`src/rtl/alu_cmd_issuer_if.sv`:
```
// Request/response channel between the command issuer and the board ALU.
// The issuer is the master; the ALU is the slave.
interface alu_cmd_issuer_if #(
    parameter int DW = 4
);
    logic          req_valid;
    logic          req_ready;
    logic [2:0]    req_func;
    logic [DW-1:0] req_a;
    logic [DW-1:0] req_b;
    logic          rsp_valid;
    logic [DW-1:0] rsp_result;
    logic          rsp_cout;
    logic          rsp_overflow;

    modport master (
        output req_valid, req_func, req_a, req_b,
        input  req_ready, rsp_valid, rsp_result, rsp_cout, rsp_overflow
    );

    modport slave (
        input  req_valid, req_func, req_a, req_b,
        output req_ready, rsp_valid, rsp_result, rsp_cout, rsp_overflow
    );
endinterface

```
`src/rtl/alu_cmd_issuer.sv`:
```
// Button-driven ALU command issuer with debounce, timeout and LED status.
// Optional AUTO_SWEEP_EN: sw[15] issues ops back to back from a sweep counter.
module alu_cmd_issuer #(
    parameter int DW              = 4,
    parameter int DEBOUNCE_CYCLES = 16,
    parameter int TIMEOUT         = 255
) (
    input  logic                  clk,
    input  logic                  rst,
    input  logic [15:0]           sw,
    input  logic                  btn,
    alu_cmd_issuer_if.master      bus,
    output logic [15:0]           ledr
);
    localparam int CW = $clog2(DEBOUNCE_CYCLES + 1);
    localparam int TW = $clog2(TIMEOUT + 1);

    typedef enum logic [1:0] {IDLE, REQ, WAIT} state_t;

    state_t        state;
    logic [1:0]    sync;
    logic [CW-1:0] db_cnt;
    logic          db_level;
    logic          db_prev;
    logic          go;
    logic [TW-1:0] tmo_cnt;
    logic [3:0]    res;
    logic          cout;
    logic          ovf;
    logic          zero;
    logic          err;
    logic [6:0]    op_cnt;

    logic          start;
    logic [2:0]    nxt_func;
    logic [DW-1:0] nxt_a;
    logic [DW-1:0] nxt_b;
    logic          done;
    logic          unused;

    always_ff @(posedge clk) begin
        if (rst) begin
            sync     <= '0;
            db_cnt   <= '0;
            db_level <= 1'b0;
            db_prev  <= 1'b0;
            go       <= 1'b0;
        end else begin
            sync    <= {sync[0], btn};
            db_prev <= db_level;
            go      <= db_level & ~db_prev;
            // any return to the current level restarts the stability window
            if (sync[1] != db_level) begin
                if (db_cnt == CW'(DEBOUNCE_CYCLES - 1)) begin
                    db_level <= sync[1];
                    db_cnt   <= '0;
                end else begin
                    db_cnt <= db_cnt + 1'b1;
                end
            end else begin
                db_cnt <= '0;
            end
        end
    end

    assign done = (state == WAIT) &&
                  (bus.rsp_valid || tmo_cnt == TW'(TIMEOUT - 1));

`ifdef AUTO_SWEEP_EN
    logic [2*DW+2:0] sweep;
    logic            auto_op;

    always_comb begin
        start    = sw[15] ? 1'b1 : go;
        nxt_func = sw[15] ? sweep[2*DW+2:2*DW] : sw[10:8];
        nxt_b    = sw[15] ? sweep[2*DW-1:DW] : DW'(sw[7:4]);
        nxt_a    = sw[15] ? sweep[DW-1:0] : DW'(sw[3:0]);
    end

    always_ff @(posedge clk) begin
        if (rst) begin
            sweep   <= '0;
            auto_op <= 1'b0;
        end else begin
            if (state == IDLE && start)
                auto_op <= sw[15];
            if (done && auto_op)
                sweep <= sweep + 1'b1;
        end
    end

    assign unused = ^{sw[14:11]};
`else
    always_comb begin
        start    = go;
        nxt_func = sw[10:8];
        nxt_b    = DW'(sw[7:4]);
        nxt_a    = DW'(sw[3:0]);
    end

    assign unused = ^{sw[15:11], done};
`endif

    always_ff @(posedge clk) begin
        if (rst) begin
            state         <= IDLE;
            bus.req_valid <= 1'b0;
            bus.req_func  <= '0;
            bus.req_a     <= '0;
            bus.req_b     <= '0;
            tmo_cnt       <= '0;
            res           <= '0;
            cout          <= 1'b0;
            ovf           <= 1'b0;
            zero          <= 1'b0;
            err           <= 1'b0;
            op_cnt        <= '0;
        end else begin
            unique case (state)
                IDLE: begin
                    if (start) begin
                        bus.req_func  <= nxt_func;
                        bus.req_a     <= nxt_a;
                        bus.req_b     <= nxt_b;
                        bus.req_valid <= 1'b1;
                        err           <= 1'b0;
                        state         <= REQ;
                    end
                end
                REQ: begin
                    if (bus.req_ready) begin
                        bus.req_valid <= 1'b0;
                        tmo_cnt       <= '0;
                        state         <= WAIT;
                    end
                end
                WAIT: begin
                    // a response on the final timeout cycle still counts
                    if (bus.rsp_valid) begin
                        res    <= 4'(bus.rsp_result);
                        cout   <= bus.rsp_cout;
                        ovf    <= bus.rsp_overflow;
                        zero   <= ~|bus.rsp_result;
                        op_cnt <= op_cnt + 1'b1;
                        state  <= IDLE;
                    end else if (tmo_cnt == TW'(TIMEOUT - 1)) begin
                        err   <= 1'b1;
                        state <= IDLE;
                    end else begin
                        tmo_cnt <= tmo_cnt + 1'b1;
                    end
                end
                default: state <= IDLE;
            endcase
        end
    end

    assign ledr = {op_cnt, err, state != IDLE, zero, ovf, cout, res};
endmodule

```
`src/flat_wrapper.sv`:
```
// flat-port wrapper written by rule: the top's interface ports become plain ports
module alu_cmd_issuer_flat 
#(
    parameter int DW              = 4,
    parameter int DEBOUNCE_CYCLES = 16,
    parameter int TIMEOUT         = 255
)
  (clk, rst, sw, btn, ledr, bus_req_valid, bus_req_func, bus_req_a, bus_req_b, bus_req_ready, bus_rsp_valid, bus_rsp_result, bus_rsp_cout, bus_rsp_overflow);
  alu_cmd_issuer_if #(.DW(DW)) bus_i ();
  input  logic clk;
  input  logic rst;
  input  logic [15:0] sw;
  input  logic btn;
  output logic [15:0] ledr;
  output wire logic [$bits(bus_i.req_valid)-1:0] bus_req_valid;
  output wire logic [$bits(bus_i.req_func)-1:0] bus_req_func;
  output wire logic [$bits(bus_i.req_a)-1:0] bus_req_a;
  output wire logic [$bits(bus_i.req_b)-1:0] bus_req_b;
  input wire logic [$bits(bus_i.req_ready)-1:0] bus_req_ready;
  input wire logic [$bits(bus_i.rsp_valid)-1:0] bus_rsp_valid;
  input wire logic [$bits(bus_i.rsp_result)-1:0] bus_rsp_result;
  input wire logic [$bits(bus_i.rsp_cout)-1:0] bus_rsp_cout;
  input wire logic [$bits(bus_i.rsp_overflow)-1:0] bus_rsp_overflow;
  assign bus_req_valid = bus_i.req_valid;
  assign bus_req_func = bus_i.req_func;
  assign bus_req_a = bus_i.req_a;
  assign bus_req_b = bus_i.req_b;
  assign bus_i.req_ready = bus_req_ready;
  assign bus_i.rsp_valid = bus_rsp_valid;
  assign bus_i.rsp_result = bus_rsp_result;
  assign bus_i.rsp_cout = bus_rsp_cout;
  assign bus_i.rsp_overflow = bus_rsp_overflow;
  alu_cmd_issuer #(.DW(DW), .DEBOUNCE_CYCLES(DEBOUNCE_CYCLES), .TIMEOUT(TIMEOUT)) u_core (.clk(clk), .rst(rst), .sw(sw), .btn(btn), .bus(bus_i), .ledr(ledr));
endmodule
```
`config.mk`:
```
export PLATFORM = sky130hd
export DESIGN_NAME = alu_cmd_issuer_flat
export DESIGN_NICKNAME = d
export VERILOG_FILES = /design/src/rtl/alu_cmd_issuer_if.sv /design/src/rtl/alu_cmd_issuer.sv /design/src/flat_wrapper.sv
export SDC_FILE = /design/constraint.sdc
export NUM_CORES = 1
export LEC_CHECK = 0
export ABC_CLOCK_PERIOD_IN_PS = 1600
export CAP_MARGIN = 10
export CELL_PAD_IN_SITES_DETAIL_PLACEMENT = 0
export CELL_PAD_IN_SITES_GLOBAL_PLACEMENT = 2
export CORE_ASPECT_RATIO = 0.7
export CORE_MARGIN = 10
export CORE_UTILIZATION = 25
export CTS_CLUSTER_DIAMETER = 60
export DETAILED_ROUTE_END_ITERATION = 8
export PLACE_DENSITY_LB_ADDON = 0.25
export SYNTH_ARGS = -nofsm -noshare
export SYNTH_HDL_FRONTEND = slang
export SYNTH_SLANG_ARGS = --single-unit
```
`constraint.sdc`:
```
create_clock -name clk -period 1.6 [get_ports clk]
set_clock_uncertainty 0.15 [all_clocks]
set_input_delay 0.16 -clock clk [delete_from_list [all_inputs] [get_ports clk]]
set_output_delay 0.16 -clock clk [all_outputs]
set_load 0.01 [all_outputs]
```
# --- After elaboration in Yosys (flattened, before gate mapping) ---
# Cells that the tools add are included.
word_totals:
  inputBits: 27
  latchBits: 0
  elab_cells: 65
  mem_bits_ro: 0
  ff_bits: 47
  n_memories: 0
  out_inout_bits: 28
  mem_bits_rw: 0
classes:
  n_mul: 0
  div: 0
  n_shift: 0
  add_sub_neg: 3
  n_bitwise: 3
  n_mux: 16
  order_cmp: 0
  n_reduce_logical: 15
  n_eq_ne: 11
ops:
  columns: ["op", "n"]
  rows:
  - ["8-bit 2-to-1 mux", 3]
  - ["8-bit one-hot mux with 2 select lines", 1]
  - ["8-bit by 1-bit adder with 8-bit output (second input constant)", 1]
  - ["8-bit == test (second input constant)", 1]
  - ["2-bit 2-to-1 mux", 4]
  - ["2-bit inequality test (second input constant)", 4]
  - ["4-bit AND reduction", 2]
  - ["2-bit nonzero test", 4]
  - ["7-bit by 1-bit adder with 7-bit output (second input constant)", 1]
  - ["2-bit one-hot mux with 3 select lines", 1]
  - ["2-bit AND reduction", 3]
  - ["3-bit AND reduction", 2]
  - ["5-bit by 1-bit adder with 5-bit output (second input constant)", 1]
  - ["5-bit by 4-bit == test with 1-bit output (second input constant)", 1]
  - ["1-bit 2-to-1 mux", 5]
  - ["1-bit one-hot mux with 2 select lines", 2]
  - ["4-bit OR reduction", 1]
  - ["3-bit inequality test (second input constant)", 1]
  - ["3-bit OR reduction", 1]
  - ["2-bit by 1-bit == test with 1-bit output (second input constant)", 1]
  - ["2-bit == test (second input constant)", 1]
  - ["2-bit logical NOT", 1]
  - ["2-bit by 1-bit inequality test with 1-bit output (second input constant)", 1]
  - ["1-bit NOT", 2]
  - ["other kinds (3)", 3]

# --- Logic depth before layout (Yosys ltp) ---
depth:
  word_depth: 4
  depth_mapped: 6
  depth_no_buf: 6

# --- Least setup slack after synthesis ---
# No wires, ideal clock.
synth_path:
  kind: "register to register"
  from: "register u_core.db_cnt[0]"
  to: "register u_core.db_cnt[2]"
  path_slack_ps: 2
  t_arrival_ps: 1383
  path_stages_with_launch: 6
  setup_ps: 65
  path_buffers: 0
  synth_period_minus_slack_ps: 1598
  t_required_ps: 1385
  cell_sequence: "dfxtp_1 ha_1 and3_1 ha_1 or3_1 nor2_1"
synth_via:
  elab_chain_len: 2
  word_cells_on_any_way: 3
  cone_classes: "1 x add/sub; 1 x eq/ne; 1 x reduce/logical"
synth_rtl:
  columns: ["element", "line", "text"]
  rows:
  - ["from (decl)", "alu_cmd_issuer.sv:22", "logic [CW-1:0] db_cnt;"]
  - ["from (signal assigned)", "alu_cmd_issuer.sv:58", "db_cnt <= db_cnt + 1'b1;"]
  - ["parallel branches: the longest is 2 deep, another holds 5-bit by 1-bit adder with 5-bit output", null, null]
# Parallel ways; which one is timed is not known.
# A chain may end at the register's enable or synchronous reset.

# --- Final worst setup path ---
layout_path:
  from: "register u_core.state[0]"
  to: "register u_core.tmo_cnt[5]"
layout_via:
  elab_chain_len: 3
  word_cells_on_any_way: 8
  cone_classes: "5 x eq/ne; 1 x mux; 2 x reduce/logical"
layout_rtl:
  columns: ["element", "line", "text"]
  rows:
  - ["from (decl)", "alu_cmd_issuer.sv:20", "state_t state;"]
  - ["from (signal assigned)", "alu_cmd_issuer.sv:106", "state <= IDLE;"]
  - ["from (signal assigned)", "alu_cmd_issuer.sv:127", "state <= REQ;"]
  - ["from (signal assigned)", "alu_cmd_issuer.sv:134", "state <= WAIT;"]
  - ["2-bit == test / 2-bit by 1-bit == test with 1-bit output (equally long branches)", null, null]
  - ["2-bit inequality test (no source line) / 2-bit nonzero test (equally long branches)", null, null]
  - ["4-bit AND reduction (no source line)", null, null]
  - ["to (signal assigned)", "alu_cmd_issuer.sv:150", "tmo_cnt <= tmo_cnt + 1'b1;"]
  - ["to (decl)", "alu_cmd_issuer.sv:26", "logic [TW-1:0] tmo_cnt;"]
# Parallel ways exist; a longest one is shown, timed or not.

==> flow_metrics.py <==
metrics = {
    "run_status": {
        "status": "finished with violations",
        "violations": "negative setup slack",
    },
    "synthesis": {
        "netlist_top_cells_area": "dfxtp_1, nand2_1, a21oi_1, ha_1, nor2_1",
        "synth_adder_area_share_pct": 3.22,
        "synth.distinct_cells": 41,
        "synth_top_family_by_area": "simple AND/OR/NAND/NOR gates",
        "synth_area_um2": 1940,
        "yosys-top-cells-count": "dfxtp_1, nand2_1, a21oi_1, nor2_1, inv_1",
        "synth_xor_area_share_pct": 3.15,
        "ys_ff_latch": 47,
        "synth_cells": 221,
        "ys.flop_type": "dfxtp_1",
        "yosysTopAreaCellShare_pct": 48.4,
        "syn_nets": 253,
        "syn_area_per_cell_um2": 8.80,
        "ys_warn_count": 0,
        "synth_edf_count": 0,
        "synth_area_leader_cell": "dfxtp_1",
        "synthArstFlopShare_pct": 0,
        "synth_compound_area_share_pct": 14.5,
        "synthSimpleGateAreaFrac_pct": 24.3,
        "ys_seq_area_share_pct": 48.4,
        "synth.area.mux_share_pct": 1.03,
    },
    "place": {
        "finalWeightedCongestion": 0.743,
        "portBuffers": 49,
        "dp_slack_ns": -0.159,
        "placedCellCount": 377,
        "place_area_um2": 2660,
        "dpl.hpwl_um": 3630,
    },
    "cells_and_area": {
        "nets": 323,
        "layout-drive-gt1-share_pct": 20.2,
        "n_antenna_cell": 0,
        "area.growth.synth_to_final_pct": 50.8,
        "multi_input_area_um2": 1000,
        "final_design_area_no_fill_um2": 2930,
        "final_cells": 390,
        "postLayoutCoreUtil_pct": 39.5,
        "seq_area_um2": 948,
        "fillers": 786,
    },
    "global_routing": {
        "grt_pass1_wl_um": 8250,
        "antenna_found_initial": 0,
        "grt.overflow.total": 0,
        "grt_pass1_vias": 1637,
        "grt_usage_pct": 8.52,
        "grt_max_degree": 19,
    },
    "setup_path": {
        "slowest_delay_ns": 0.39,
        "arrival_ns": 1.68,
        "worstPathRequired_ns": 1.68,
        "cpMostUsedCell": "o211ai_2",
        "end_kind": "register",
        "worstSetupPathType": "register to register",
        "path_cells": "buf_6, nor3b_4, o211ai_2, or3_4, o211ai_2",
        "cp_slowest_cell": "or3_4",
        "path_max_fanout": 5,
        "start_kind": "register",
    },
    "timing": {
        "layout_min_cycle_time_ns": 1.60,
        "tns_ns": -0.00112,
        "max_slew_margin_pct": 76.4,
        "final-hold-violation-count": 0,
        "post-route-period-util_pct": 100,
        "setup_viol": 1,
        "fmax_mhz": 625,
        "setup_slack_ns": -0.00112,
        "worstMarginPinSlew_ns": 0.346,
        "slew_violations": 0,
        "rsz0062_at_grt": "true",
        "whs_ns": 0.253,
    },
    "route": {
        "drtAntennaViolNets": 0,
        "vias": 1693,
        "dr.pass1.iters": 4,
        "routed_wl_um": 4970,
        "viasPerCell": 4.34,
        "first_iter_violations": 61,
        "drc": 0,
        "wl_per_cell_um": 12.8,
    },
    "cts": {
        "cts_hold_buf": 0,
        "clk_path_buf_depth": 2,
        "clock_latency_ns": 0.29,
        "htree_levels": 2,
        "cts_buffers": 5,
        "path_clk_slew_ns": 0.08,
        "cts-root-buf": "clkbuf_8",
        "clkSinkCount": 47,
        "cts_tree": "built",
    },
    "die": {
        "start_util_pct": 26.2,
        "pin_count": 55,
        "core_area_um2": 7420,
        "fp.dieH_um": 93.8,
        "die_w_um": 125,
        "rows": 26,
        "fp.dieArea_um2": 11800,
    },
    "power_and_ir_drop": {
        "ir_worst_vdd_v": 0.000308,
        "p_comb_share_pct": 4.4,
        "clockPowerShare_pct": 37.8,
        "p_total_mw": 2.03,
        "p_sw_mw": 0.409,
        "power_density_nw_per_um2": 692,
        "seq_power_share_pct": 57.8,
        "power.leakage_nw": 1.12,
        "cell_internal_pwr_mw": 1.62,
        "switching_share_pct": 20.2,
    },
    "hold_path": {
        "hold_path_class": "primary input to register",
    },
    "run": {
        "cap_violations": 0,
    },
}
logic make-up (layout without fill, tap and decap cells):
family                     Yosys count  in the layout
AOI/OAI and AO/OA                   46             46
xor gates and xnor gates             7              7
adders and majority gates            5              5
buffers and inverters               20             91
DFF                                 47             47
muxes                                2              2
and+or+nand+nor                     94             94
final cells by class:
| type | instances | share of cell area (%) |
|---|---|---|
| tap | 98 | 4.18 |
| inverter | 7 | 0.896 |
| timing repair buffer | 76 | 24.9 |
| multi-input combinational | 154 | 34.2 |
| clock buffer | 8 | 3.41 |
| sequential | 47 | 32.4 |
cell usage in the layout, fill, tap and decap left out, types with 3 or more instances in the layout:
cell	n
nand2_1	47
nor2b_1	4
dfxtp_1	43
dfxtp_2	3
clkbuf_8	7
nor2_1	8
nand3_1	5
xnor2_1	5
buf_4	24
clkdlybuf4s50_1	44
inv_1	7
a31oi_1	4
or3_4	3
a21oi_1	26
o21ai_0	5
dlymetal6s2s_1	4
ha_1	3
final timing paths:
kind	startpoint	to	slack, ns	depth (start not counted)
worst max-delay path	u_core.state[0]$_SDFFE_PP0P_	u_core.tmo_cnt[5]$_SDFFE_PP0P_	-0.001	5
worst max register to register	u_core.state[0]$_SDFFE_PP0P_	u_core.tmo_cnt[5]$_SDFFE_PP0P_	-0.001	5
worst min register to register	u_core.db_prev$_SDFF_PP0_	u_core.go$_SDFF_PP0_	0.26	1
worst min-delay path	bus_rsp_cout	u_core.cout$_SDFFE_PP0P_	0.25	3
power by group through the flow:
stage	Combinational, mW	Sequential (mW)	Clock [mW]
after floorplan	0.0225	1.20	0
after global placement	0.0891	1.20	0
after detailed placement	0.0880	1.20	0
after CTS	0.0901	1.17	0.811
after global routing	0.0988	1.17	0.863
final	0.0900	1.17	0.766
flip-flops by register name, indices dropped and copies added, names as in the netlist, 2 cells and up:
signal,count
u_core.op_cnt,7
u_core.bus.req_func,3
u_core.res,4
u_core.bus.req_b,4
u_core.sync,2
u_core.state,2
u_core.tmo_cnt,8
u_core.db_cnt,5
u_core.bus.req_a,4
worst max-delay path: cells and delay by family (launching register included):
| kind | cells | cell delay [ns] |
|---|---|---|
| DFF | 1 | 0.37 |
| AOI/OAI and AO/OA | 2 | 0.23 |
| buffers and inverters | 1 | 0.12 |
| and+or+nand+nor | 2 | 0.67 |
layer usage:
metal	track usage (%)	share of wire [%]	wire length, µm
met2	11.5	39	1930
met1	10.9	50	2470
met5	0	0	0
met4	2.87	1.0	52
met3	5.02	11	524
timing repair:
action | 4_1_cts | 5_1_grt
resized for setup | 8 | 24
buffers inserted | 2 | 3
endpoints found under the setup margin | 6 | 21
pin swaps | 2 | 10
Note: power is estimated with default switching activity, not from simulation.
